<file path="config.mk">
export PLATFORM = sky130hd
export DESIGN_NAME = nx_ob_stream_arbiter_flat
export DESIGN_NICKNAME = d
export VERILOG_FILES = /design/src/rtl/nx_stream_pkg.sv /design/src/rtl/nx_ob_stream_arbiter_if.sv /design/src/rtl/nx_rr_arbiter2.sv /design/src/rtl/nx_ob_stream_arbiter.sv /design/src/flat_wrapper.sv
export SDC_FILE = /design/constraint.sdc
export NUM_CORES = 1
export LEC_CHECK = 0
export CORE_ASPECT_RATIO = 1.2
export CORE_MARGIN = 2
export CORE_UTILIZATION = 40
export CTS_CLUSTER_SIZE = 30
export DETAILED_ROUTE_END_ITERATION = 12
export PLACE_DENSITY_LB_ADDON = 0.25
export SKIP_CTS_REPAIR_TIMING = 1
export SLEW_MARGIN = 5
export SYNTH_ARGS = -nofsm -noshare
export SYNTH_HDL_FRONTEND = slang
export SYNTH_SLANG_ARGS = --single-unit
</file>
<file path="constraint.sdc">
create_clock -name clk_i -period 3.5 [get_ports clk_i]
set_clock_uncertainty 0.2 [all_clocks]
set_input_delay 0.7 -clock clk_i [delete_from_list [all_inputs] [get_ports clk_i]]
set_output_delay 0.7 -clock clk_i [all_outputs]
set_load 0.02 [all_outputs]
</file>
<file path="src/rtl/nx_stream_pkg.sv">
// Shared definitions for the nexus outbound stream: word format, keep codes,
// packer states and the word tagging helper.
// No ports (package).
package nx_stream_pkg;

  localparam int unsigned WORD_WIDTH = 32;
  // Bit 31 of every word flags a control-source message.
  localparam int unsigned TAG_BIT    = 31;

  localparam logic [7:0] KEEP_FULL = 8'hFF;
  localparam logic [7:0] KEEP_HALF = 8'h0F;

  typedef enum logic [1:0] {
    EMPTY,
    PARTIAL,
    FULL
  } state_t;

  // Build a tagged word {is_ctrl, payload}.
  function automatic logic [WORD_WIDTH-1:0] make_word(input logic               is_ctrl,
                                                      input logic [TAG_BIT-1:0] payload);
    return {is_ctrl, payload};
  endfunction

endpackage

</file>
<file path="src/rtl/nx_ob_stream_arbiter_if.sv">
// Handshake bundle of the outbound stream arbiter: the two message sources
// and the 64-bit AXI4-stream master side.
// Ports: none (signals only).
//   master : arbiter view (sources in, stream out)
//   slave  : environment view (sources out, stream in)
interface nx_ob_stream_arbiter_if #(
  parameter int unsigned DATA_WIDTH = 64,
  parameter int unsigned MSG_WIDTH  = 31
);

  localparam int unsigned KEEP_WIDTH = DATA_WIDTH / 8;

  logic [MSG_WIDTH-1:0]  ctrl_data_i;
  logic                  ctrl_valid_i;
  logic                  ctrl_ready_o;
  logic [MSG_WIDTH-1:0]  mesh_data_i;
  logic                  mesh_valid_i;
  logic                  mesh_ready_o;
  logic [DATA_WIDTH-1:0] outbound_tdata_o;
  logic [KEEP_WIDTH-1:0] outbound_tkeep_o;
  logic [KEEP_WIDTH-1:0] outbound_tstrb_o;
  logic                  outbound_tlast_o;
  logic                  outbound_tvalid_o;
  logic                  outbound_tready_i;

  modport master (
    input  ctrl_data_i, ctrl_valid_i, mesh_data_i, mesh_valid_i, outbound_tready_i,
    output ctrl_ready_o, mesh_ready_o,
    output outbound_tdata_o, outbound_tkeep_o, outbound_tstrb_o,
    output outbound_tlast_o, outbound_tvalid_o
  );

  modport slave (
    output ctrl_data_i, ctrl_valid_i, mesh_data_i, mesh_valid_i, outbound_tready_i,
    input  ctrl_ready_o, mesh_ready_o,
    input  outbound_tdata_o, outbound_tkeep_o, outbound_tstrb_o,
    input  outbound_tlast_o, outbound_tvalid_o
  );

endinterface

</file>
<file path="src/rtl/nx_rr_arbiter2.sv">
// Two-way round-robin arbiter. A single requester is always granted; on a tie
// the requester not granted last wins. The pointer moves only on accept.
// Ports:
//   clk, rst : clock, async active-high reset (pointer favours req[0])
//   req[1:0] : request vector (bit 0 = ctrl, bit 1 = mesh)
//   accept   : the current grant was consumed this cycle
//   grant    : one-hot grant, combinational from req and pointer
module nx_rr_arbiter2 (
  input  logic       clk,
  input  logic       rst,
  input  logic [1:0] req,
  input  logic       accept,
  output logic [1:0] grant
);

  // 0: req[0] wins a tie, 1: req[1] wins a tie.
  logic prio_q;

  always_comb begin
    grant = 2'b00;
    case (req)
      2'b01:   grant = 2'b01;
      2'b10:   grant = 2'b10;
      2'b11:   grant = prio_q ? 2'b10 : 2'b01;
      default: grant = 2'b00;
    endcase
  end

  // After granting req[0] the tie goes to req[1], and vice versa.
  always_ff @(posedge clk or posedge rst) begin
    if (rst) begin
      prio_q <= 1'b0;
    end else if (accept && (grant != 2'b00)) begin
      prio_q <= grant[0];
    end
  end

endmodule

</file>
<file path="src/rtl/nx_ob_stream_arbiter.sv">
// Outbound stream arbiter: round-robin merges control and mesh messages,
// tags each as {is_ctrl, payload} and packs two words per 64-bit beat (low
// half first). A lone word is flushed as a half beat (tkeep 0x0F) after
// FLUSH_CYCLES idle cycles.
// Ports:
//   clk_i, rst_i : clock, async active-high reset
//   bus          : nx_ob_stream_arbiter_if.master (sources + AXI4-stream out)
//   stat_*_o     : 32-bit wrapping counters, present only with NX_OB_ARB_STATS_EN
// Optional feature macro: NX_OB_ARB_STATS_EN
module nx_ob_stream_arbiter
  import nx_stream_pkg::*;
#(
  parameter int unsigned DATA_WIDTH   = 64,
  parameter int unsigned MSG_WIDTH    = 31,
  parameter int unsigned FLUSH_CYCLES = 4
) (
  input  logic                   clk_i,
  input  logic                   rst_i,
  nx_ob_stream_arbiter_if.master bus
`ifdef NX_OB_ARB_STATS_EN
  ,
  output logic [31:0]            stat_ctrl_words_o,
  output logic [31:0]            stat_mesh_words_o,
  output logic [31:0]            stat_half_beats_o
`endif
);

  localparam int unsigned        TIMER_W    = 8;
  localparam logic [TIMER_W-1:0] FLUSH_LAST = TIMER_W'(FLUSH_CYCLES - 1);

  state_t                  state_q;
  logic [TIMER_W-1:0]      timer_q;
  logic [WORD_WIDTH-1:0]   low_q;
  logic [WORD_WIDTH-1:0]   high_q;
  logic [7:0]              tkeep_q;
  logic                    tvalid_q;

  logic [1:0]              grant;
  logic                    can_take;
  logic                    accept;
  logic [MSG_WIDTH-1:0]    sel_payload;
  logic [WORD_WIDTH-1:0]   in_word;

  nx_rr_arbiter2 u_rr (
    .clk    (clk_i),
    .rst    (rst_i),
    .req    ({bus.mesh_valid_i, bus.ctrl_valid_i}),
    .accept (accept),
    .grant  (grant)
  );

  // A word can be taken unless a held beat is stalled by the downstream.
  assign can_take = (state_q != FULL) || bus.outbound_tready_i;
  assign accept   = (grant != 2'b00) && can_take && !rst_i;

  assign bus.ctrl_ready_o = grant[0] && can_take && !rst_i;
  assign bus.mesh_ready_o = grant[1] && can_take && !rst_i;

  assign sel_payload = grant[0] ? bus.ctrl_data_i : bus.mesh_data_i;
  assign in_word     = make_word(grant[0], TAG_BIT'(sel_payload));

  assign bus.outbound_tdata_o  = DATA_WIDTH'({high_q, low_q});
  assign bus.outbound_tkeep_o  = tkeep_q;
  assign bus.outbound_tstrb_o  = tkeep_q;
  assign bus.outbound_tlast_o  = 1'b1;
  assign bus.outbound_tvalid_o = tvalid_q;

  // Packer FSM: collects words into the beat register and hands it downstream.
  always_ff @(posedge clk_i or posedge rst_i) begin
    if (rst_i) begin
      state_q  <= EMPTY;
      timer_q  <= '0;
      low_q    <= '0;
      high_q   <= '0;
      tkeep_q  <= '0;
      tvalid_q <= 1'b0;
    end else begin
      case (state_q)
        EMPTY: begin
          if (accept) begin
            low_q   <= in_word;
            timer_q <= '0;
            state_q <= PARTIAL;
          end
        end
        PARTIAL: begin
          if (accept) begin
            high_q   <= in_word;
            tkeep_q  <= KEEP_FULL;
            tvalid_q <= 1'b1;
            state_q  <= FULL;
          end else if (timer_q == FLUSH_LAST) begin
            high_q   <= '0;
            tkeep_q  <= KEEP_HALF;
            tvalid_q <= 1'b1;
            state_q  <= FULL;
          end else begin
            timer_q <= timer_q + TIMER_W'(1);
          end
        end
        FULL: begin
          // Retire on handshake; a word taken in the same cycle starts the next beat.
          if (bus.outbound_tready_i) begin
            tvalid_q <= 1'b0;
            if (accept) begin
              low_q   <= in_word;
              timer_q <= '0;
              state_q <= PARTIAL;
            end else begin
              state_q <= EMPTY;
            end
          end
        end
        default: state_q <= EMPTY;
      endcase
    end
  end

`ifdef NX_OB_ARB_STATS_EN
  // Traffic counters, wrapping modulo 2^32.
  always_ff @(posedge clk_i or posedge rst_i) begin
    if (rst_i) begin
      stat_ctrl_words_o <= '0;
      stat_mesh_words_o <= '0;
      stat_half_beats_o <= '0;
    end else begin
      if (accept && grant[0]) stat_ctrl_words_o <= stat_ctrl_words_o + 32'd1;
      if (accept && grant[1]) stat_mesh_words_o <= stat_mesh_words_o + 32'd1;
      if ((state_q == FULL) && bus.outbound_tready_i && (tkeep_q == KEEP_HALF)) begin
        stat_half_beats_o <= stat_half_beats_o + 32'd1;
      end
    end
  end
`endif

endmodule

</file>
<file path="src/flat_wrapper.sv">
// flat-port wrapper written by rule: the top's interface ports become plain ports
module nx_ob_stream_arbiter_flat import nx_stream_pkg::*;
#(
  parameter int unsigned DATA_WIDTH   = 64,
  parameter int unsigned MSG_WIDTH    = 31,
  parameter int unsigned FLUSH_CYCLES = 4
)
  (clk_i, rst_i, bus_ctrl_data_i, bus_ctrl_valid_i, bus_mesh_data_i, bus_mesh_valid_i, bus_outbound_tready_i, bus_ctrl_ready_o, bus_mesh_ready_o, bus_outbound_tdata_o, bus_outbound_tkeep_o, bus_outbound_tstrb_o, bus_outbound_tlast_o, bus_outbound_tvalid_o);
  nx_ob_stream_arbiter_if #(.DATA_WIDTH(DATA_WIDTH), .MSG_WIDTH(MSG_WIDTH)) bus_i ();
  input  logic clk_i;
  input  logic rst_i;
  input wire logic [$bits(bus_i.ctrl_data_i)-1:0] bus_ctrl_data_i;
  input wire logic [$bits(bus_i.ctrl_valid_i)-1:0] bus_ctrl_valid_i;
  input wire logic [$bits(bus_i.mesh_data_i)-1:0] bus_mesh_data_i;
  input wire logic [$bits(bus_i.mesh_valid_i)-1:0] bus_mesh_valid_i;
  input wire logic [$bits(bus_i.outbound_tready_i)-1:0] bus_outbound_tready_i;
  output wire logic [$bits(bus_i.ctrl_ready_o)-1:0] bus_ctrl_ready_o;
  output wire logic [$bits(bus_i.mesh_ready_o)-1:0] bus_mesh_ready_o;
  output wire logic [$bits(bus_i.outbound_tdata_o)-1:0] bus_outbound_tdata_o;
  output wire logic [$bits(bus_i.outbound_tkeep_o)-1:0] bus_outbound_tkeep_o;
  output wire logic [$bits(bus_i.outbound_tstrb_o)-1:0] bus_outbound_tstrb_o;
  output wire logic [$bits(bus_i.outbound_tlast_o)-1:0] bus_outbound_tlast_o;
  output wire logic [$bits(bus_i.outbound_tvalid_o)-1:0] bus_outbound_tvalid_o;
  assign bus_i.ctrl_data_i = bus_ctrl_data_i;
  assign bus_i.ctrl_valid_i = bus_ctrl_valid_i;
  assign bus_i.mesh_data_i = bus_mesh_data_i;
  assign bus_i.mesh_valid_i = bus_mesh_valid_i;
  assign bus_i.outbound_tready_i = bus_outbound_tready_i;
  assign bus_ctrl_ready_o = bus_i.ctrl_ready_o;
  assign bus_mesh_ready_o = bus_i.mesh_ready_o;
  assign bus_outbound_tdata_o = bus_i.outbound_tdata_o;
  assign bus_outbound_tkeep_o = bus_i.outbound_tkeep_o;
  assign bus_outbound_tstrb_o = bus_i.outbound_tstrb_o;
  assign bus_outbound_tlast_o = bus_i.outbound_tlast_o;
  assign bus_outbound_tvalid_o = bus_i.outbound_tvalid_o;
  nx_ob_stream_arbiter #(.DATA_WIDTH(DATA_WIDTH), .MSG_WIDTH(MSG_WIDTH), .FLUSH_CYCLES(FLUSH_CYCLES)) u_core (.clk_i(clk_i), .rst_i(rst_i), .bus(bus_i));
endmodule
</file>
==> results of run 1 <==
placed cells by master, fill, tap and decap left out, types with 2 or more instances in the layout:
cell / instances
o31a_1: 3
o2bb2ai_1: 32
a22o_1: 2
o21ai_1: 2
o22ai_1: 2
nand2b_1: 8
clkdlybuf4s50_1: 149
nand3_1: 6
ha_1: 5
nand2_1: 43
buf_4: 7
clkinv_4: 2
a21oi_1: 2
o21ai_0: 33
a31oi_1: 3
inv_6: 2
dfrtp_1: 78
mux2i_1: 32
and3_1: 3
nor2_1: 4
clkbuf_8: 11
inv_1: 5
a21o_1: 2
o211ai_1: 7
critical path: stages:
cell	delay, ps
clkdlybuf4s50_1	470
o21ba_2	310
nand2_1	80
nor2_1	120
clkdlybuf4s50_1	710
worst paths after layout:
kind	startpoint	to
setup / recovery	rst_i	bus_mesh_ready_o
hold / removal	u_core.low_q[4]	u_core.low_q[4]
setup reg to reg	u_core.state_q[0]	u_core.high_q[23]
hold reg to reg	u_core.low_q[4]	u_core.low_q[4]
max in group asynchronous	rst_i	u_core.low_q[23]
min in group asynchronous	rst_i	u_core.u_rr.prio_q
per-stage QoR:
step	utilization, %	worst slack [ps]	power, mW
global route	59.8	173	4.70
finish	59.8	210	4.43
CTS	59.8	235	4.48
floorplan	-	605	2.72
detailed placement	57.4	252	3.75
global placement	57.4	291	3.70
power by group:
group / total [mW] / internal (mW) / switching (mW)
Sequential: 1.50 / 1.28 / 0.223
Clock: 0.718 / 0.376 / 0.342
Combinational: 2.21 / 1.06 / 1.16
Total: 4.43 / 2.71 / 1.72
cell usage after synthesis, types with 4 or more instances:
cell type,instances
buf_4,15
nand3_1,6
buf_2,9
dfrtp_1,78
o2bb2ai_1,32
ha_1,5
nor2_1,4
nand2b_1,8
o211ai_1,7
o21ai_0,33
nand2_1,43
mux2i_1,32
clkbuf_1,8
inv_1,6
cell type report:
class                      count  area (µm²)  share of cell area [%]
clock inverter                 5        65.1                    1.22
inverter                       6        23.8                   0.445
sequential                    78        1950                    36.5
multi-input combinational    208        1440                    26.9
clock buffer                  11         151                    2.83
timing repair buffer         157        1560                    29.3
tap                          120         150                    2.81
sequential cells by signal, summed over array words and instances (netlist names):
| register | cells |
|---|---|
| u_core.bus.outbound_tvalid_o | 1 |
| u_core.state_q | 2 |
| u_core.u_rr.prio_q | 1 |
| u_core.low_q | 32 |
| u_core.bus.outbound_tkeep_o | 2 |
| u_core.timer_q | 8 |
| u_core.high_q | 32 |
routing by layer:
layer / vias up / track usage [%]
met5: - / 0
met4: 0 / 6.06
met3: 8 / 6.41
met2: 109 / 30.8
met1: 1407 / 24.3
li1: 1435 / -
logic make-up after synthesis:
| family | count (synthesis) |
|---|---|
| other | 1 |
| buffers and inverters | 41 |
| adders and majority gates | 5 |
| and+or+nand+nor | 72 |
| DFF | 78 |
| muxes | 32 |
| AOI/OAI and AO/OA | 98 |
==> impl_metrics.ini, run 1 <==
[timing]
finalMaxSlewViolations = 0
slew_headroom_pct = 32.4
rsz0062_at_grt = false
fmaxAchievable_mhz = 304
finalHoldViolations = 0
post-route-period-util_pct = 94.0
worst_hold_slack_ps = 281
tightest_slew_ps = 1010
setup_viol = 0
period_minus_slack_ps = 3290
tns_ps = 0

[logic_synthesis]
synth_top_area_cell = dfrtp_1
ys_ff_latch = 78
async_flop_share_pct = 100
synthMuxAreaShare_pct = 8.82
synth.top_cell.area_share_pct = 53.7
synth.distinct_cells = 41
synth-simple-area-share_pct = 9.37
synth_compound_area_share_pct = 19.5
synth_cells = 327
synth_area_leaders = dfrtp_1 54%, mux2i_1 8.8%, o2bb2ai_1 7.7%, o21ai_0 4.5%, nand2_1 4.4%
synth-seq-area-share_pct = 53.7
synth_fa_ha_area_share_pct = 1.72
yosysWarnings = 0
netlist_area_um2 = 3630
syn_area_per_cell_um2 = 11.1
synth_edf_count = 0
synth_ff_type = dfrtp_1
synth_xor_area_share_pct = 0
synth_top_family_by_area = compound AO/OA/AOI/OAI gates
synth_nets = 399

[cts]
clk_path_buf_depth = 2
clock_sinks = 78
cts_buffers = 9
clk_latency_ps = 340
cts_tree = done
cts_root_buf = clkbuf_8
htree_levels = 3
clk_pin_slew_ps = 80

[worst_setup_path]
crit_type = in -> out
end_kind = output port
arrival_ps = 2390
critical_path_required_ps = 2600
r2r_slack_ps = 1020
cp-start-kind = primary input
rr_worst_depth = 7
worst-path-max-fanout = 4

[routing]
via_per_inst = 5.06
wl_per_cell_um = 16.0
wl_met2_um = 4500
wl_met1_um = 4110
highest_layer = met4
drcViolationCount = 0
wirelength_um = 9340
drt_iter0_drc = 120
wl_met3_um = 618
antenna_left = 0
first_pass_iters = 4
vias = 2959

[power]
vdd_drop_max_v = 0.000442
p_leak_nw = 2.28
p_per_area_nw_per_um2 = 830

[status]
status = completed

[place]
dp_hpwl_um = 6930
placed_cell_area_um2 = 5130
routabilityCongestion = 0.859
port_buffers = 149
place_inst = 569

[global_route]
grt_pass1_wl_um = 14900
antenna_found_initial = 0
gr-total-overflow = 0
first_global_vias = 2865
grt_use_total_pct = 19.1
grt_max_degree = 53

[finish]
final_cell_area_um2 = 5340
drive_gt1_share_pct = 7.10
fillers = 794
areaGrowthSynthToFinish_pct = 47.1
fin_cells = 585
antennaDiodeCount = 0
nNetsFinal = 532

[floorplan]
core_area_um2 = 8940
die-area_um2 = 9860
dieHeight_um = 108
die-width_um = 91.0
initial_core_util_pct = 40.6
ioPinCount = 151
rows = 38

[min_path]
whs_path_depth = 2
hold_class = reg -> reg

[run]
drv_cap = 0
Power figures use the tool's default switching activity.
==> run 2: changes to the inputs <==
- CTS_CLUSTER_DIAMETER: not set -> 100
- DONT_BUFFER_PORTS: not set -> 1
- GPL_TIMING_DRIVEN: not set -> 0
==> impl_metrics.ini, run 2 (same netlist as run 1, synthesis figures left out) <==
[timing]
slew_headroom_pct = 51.6
post-route-period-util_pct = 79.7
finalMaxSlewViolations = 0
worst_hold_slack_ps = 45.9
fmaxAchievable_mhz = 358
finalHoldViolations = 0
tightest_slew_ps = 720
period_minus_slack_ps = 2790
setup_viol = 0
rsz0062_at_grt = false

[cts]
clock_sinks = 78
cts_buffers = 9
clk_pin_slew_ps = 80
clk_path_buf_depth = 2
htree_levels = 3
cts_root_buf = clkbuf_8
cts_tree = done
clk_latency_ps = 350

[worst_setup_path]
path_cells = inv_1 > ha_1 > and2b_1 > nor3_1
cp-start-kind = flip-flop
end_kind = output port
arrival_ps = 1890
rr_worst_depth = 7
worst-path-max-fanout = 5
crit_type = reg -> out
critPathSlowestCell = nor3_1
reg2reg_to = u_core.low_q[1]
r2r_slack_ps = 1300
critPathMaxStageDelay_ps = 610
critical_path_required_ps = 2600
r2r_start = u_core.state_q[0]

[routing]
antenna_left = 0
vias = 2593
wirelength_um = 8870
first_pass_iters = 4
via_per_inst = 5.60
wl_per_cell_um = 19.2
drcViolationCount = 0
drt_iter0_drc = 131

[floorplan]
core_area_um2 = 8940
dieHeight_um = 108
ioPinCount = 151
rows = 38
die-area_um2 = 9860
die-width_um = 91.0
initial_core_util_pct = 40.6

[power]
vdd_drop_max_v = 0.000410
p_leak_nw = 1.80
p_per_area_nw_per_um2 = 941

[finish]
fillers = 891
layout_common_cells = 78 x dfrtp_1, 43 x nand2_1, 33 x o21ai_0, 32 x mux2i_1, 32 x o2bb2ai_1
antennaDiodeCount = 0
top_regs = u_core.high_q: 32 flops, u_core.low_q: 32 flops, u_core.timer_q: 8 flops
fin_cells = 463
final_common_cell = dfrtp_1
nNetsFinal = 411
areaGrowthSynthToFinish_pct = 11.5
drive_gt1_share_pct = 14.9
finish.utilization_pct = 45.3

[run]
drv_cap = 0

[global_route]
grt_use_total_pct = 18.1
grt_max_degree = 41
first_global_vias = 2555
grt_pass1_wl_um = 13800
antenna_found_initial = 0
gr-total-overflow = 0

[min_path]
hold_class = in -> async

[place]
port_buffers = 0
routabilityCongestion = 0.736
dp_hpwl_um = 6540
place_inst = 448

[status]
status = completed
run 2: cell count changes in the layout (fill, tap and decap cells not counted), sizes merged:
cell,change
clkdlybuf4s50,-149
buf,+20
clkbuf,+7
clkinv,-3
bufinv,+2
clkinvlp,+1
run 2: how the worst max path moves through the flow:
stage | startpoint | end | slack [ps]
finish | u_core.state_q[0] | bus_ctrl_ready_o | 710
global placement | rst_i | u_core.low_q[27] | -290
CTS | u_core.state_q[0] | bus_ctrl_ready_o | 680
detailed placement | bus_mesh_valid_i | bus_mesh_ready_o | 870
global route | u_core.state_q[0] | bus_ctrl_ready_o | 540
floorplan | rst_i | u_core.bus.outbound_tkeep_o[3] | 600
run 2: cell type report:
class,count,area (µm²),area share (%)
buffer,35,221,5.47
clock buffer,10,138,3.40
multi-input combinational,208,1440,35.5
timing repair buffer,1,20.0,0.494
inverter,6,25.0,0.618
clock inverter,5,106,2.63
tap,120,150,3.71
sequential,78,1950,48.2
run 2: metal layers:
metal,GRT usage [%],share of wire (%)
met2,29.9,50
met1,22.1,41
met5,0,0
met4,7.47,1.7
met3,5.51,7.8
run 2: where the power goes:
part	switching, mW	internal (mW)	leakage, nW
registers	0.749	1.28	0.974
clock network	0.339	0.492	0.119
logic	0.547	0.407	0.704
total	1.64	2.18	1.80
run 2: critical path, delay by kind of cell, from the launching register on:
family / cells / cell delay [ps]
simple gates: 2 / 840
flops: 1 / 380
fa+ha+maj: 1 / 240
buf+inv: 1 / 90
run 2: per-stage QoR:
stage               setup slack [ps]  TNS (ps)  power (mW)  area [µm²]
floorplan                        605         0        2.72        3630
global placement                -288    -22220        2.98        3780
detailed placement               868         0        3.01        3800
CTS                              679         0        3.85        4050
global route                     544         0        4.04        4050
finish                           709         0        3.81        4050
==> RTL edit (settings of run 2) <==
Encoding of `state_t`: now one-hot (3 bits for 3 states).
--- a/src/rtl/nx_stream_pkg.sv
+++ b/src/rtl/nx_stream_pkg.sv
@@ -12,6 +12,6 @@
 
-  typedef enum logic [1:0] {
-    EMPTY,
-    PARTIAL,
-    FULL
+  typedef enum logic [2:0] {
+    EMPTY   = 3'b001,
+    PARTIAL = 3'b010,
+    FULL    = 3'b100
   } state_t;
Behaviour: same outputs for any inputs over 4 cycles, from zero or initial values and one cycle with rst_i high; so few cycles prove little.
==> RTL edit against run 2 <==
Wire length shrank 1.6%. Power shrank 2.1%. Area after synthesis grew 0.96%. Sequential cell count grew 1. Final area grew 0.53%. Highest routed layer unchanged. Critical path type unchanged. Worst setup slack gained 0.0048 ns. Sequential share of layout area grew 0.39 points.
==> RTL edit: results <==
[status]
status = "complete, no violations"

[routing]
drt_iter0_drc = 108
dr_wl_met3_um = 657
wl_met2_um = 4550
vias = 2487

[grt]
grt_pass1_wl_um = 13830
grtUsageMet2 = 0.3172
grt_pass1_vias = 2594
grt_usage = 0.1827
grt_max_degree = 57
use_met3 = 0.07256

[critical_path]
cp_max_fo = 8
cp_slowest_cell = "dfstp_2"
max_stage_delay_ns = 0.52
r2r_end = "u_core.low_q[15]"

[yosys]
synthCells = 344
synth_compound_gate_area_share = 0.1532
syn_nets = 412
synth_area_leaders = "dfrtp_1 (53%), mux2i_1 (9.0%), a21oi_2 (6.9%), o21ai_0 (4.9%), nand2_1 (4.5%)"
ys_types = 40
yosysSeqAreaShare = 0.5394
synth_top_area_frac = 0.5322
synthTopCellsByCount = "dfrtp_1 (78), nand2_1 (44), nor2_1 (39), o21ai_0 (36), mux2i_1 (33)"
synth_xor_area_frac = 0.004777
synthMuxAreaShare = 0.09621
synthAdderAreaFrac = 0.003412

[place]
routabilityCongestion = 0.7811
hpwl_um = 6320
place_ws_ns = 0.7633
postPlaceCellArea_um2 = 3847

[power_and_ir_drop]
power.leakage_nw = 1.748
p_comb_frac = 0.252
powerComb_mw = 0.940
peakVddDrop_mv = 0.4235

[finish]
layout.nets = 425

[timing]
holdWs_ns = 0.2502
tightest_slew_ns = 0.6044
setup_ws_ns = 0.7139

[min_path]
hp-class = "in -> reg"
## RTL edit: cell types whose count changed in the layout (fill, tap and decap cells not counted), sizes merged, moves of 3 or more
| cell | run 2 | this run |
|---|---|---|
| clkbuf | 18 | 13 |
| o22a | 0 | 3 |
| o211ai | 7 | 0 |
| buf | 28 | 34 |
| o2bb2ai | 32 | 0 |
| nor2 | 5 | 39 |
| and3 | 3 | 0 |
| nand2b | 8 | 3 |
| o31a | 3 | 0 |
| a21oi | 3 | 33 |
| inv | 7 | 4 |
| ha | 5 | 1 |
## RTL edit: layout make-up
class / instances / area, um^2
multi-input combinational: 225 / 1419
tap: 120 / 150.1
fill: 877 / 4916
clock inverter: 6 / 85.08
timing repair buffer: 2 / 37.54
buffer: 36 / 255.2
clock buffer: 10 / 127.6
sequential: 79 / 1978
inverter: 4 / 17.52
## RTL edit: worst max-delay path, delay by kind of cell, from the launching register on
| kind | cells | cell delay [ns] |
|---|---|---|
| flops | 1 | 0.52 |
| buf+inv | 2 | 0.37 |
| simple gates | 3 | 0.65 |
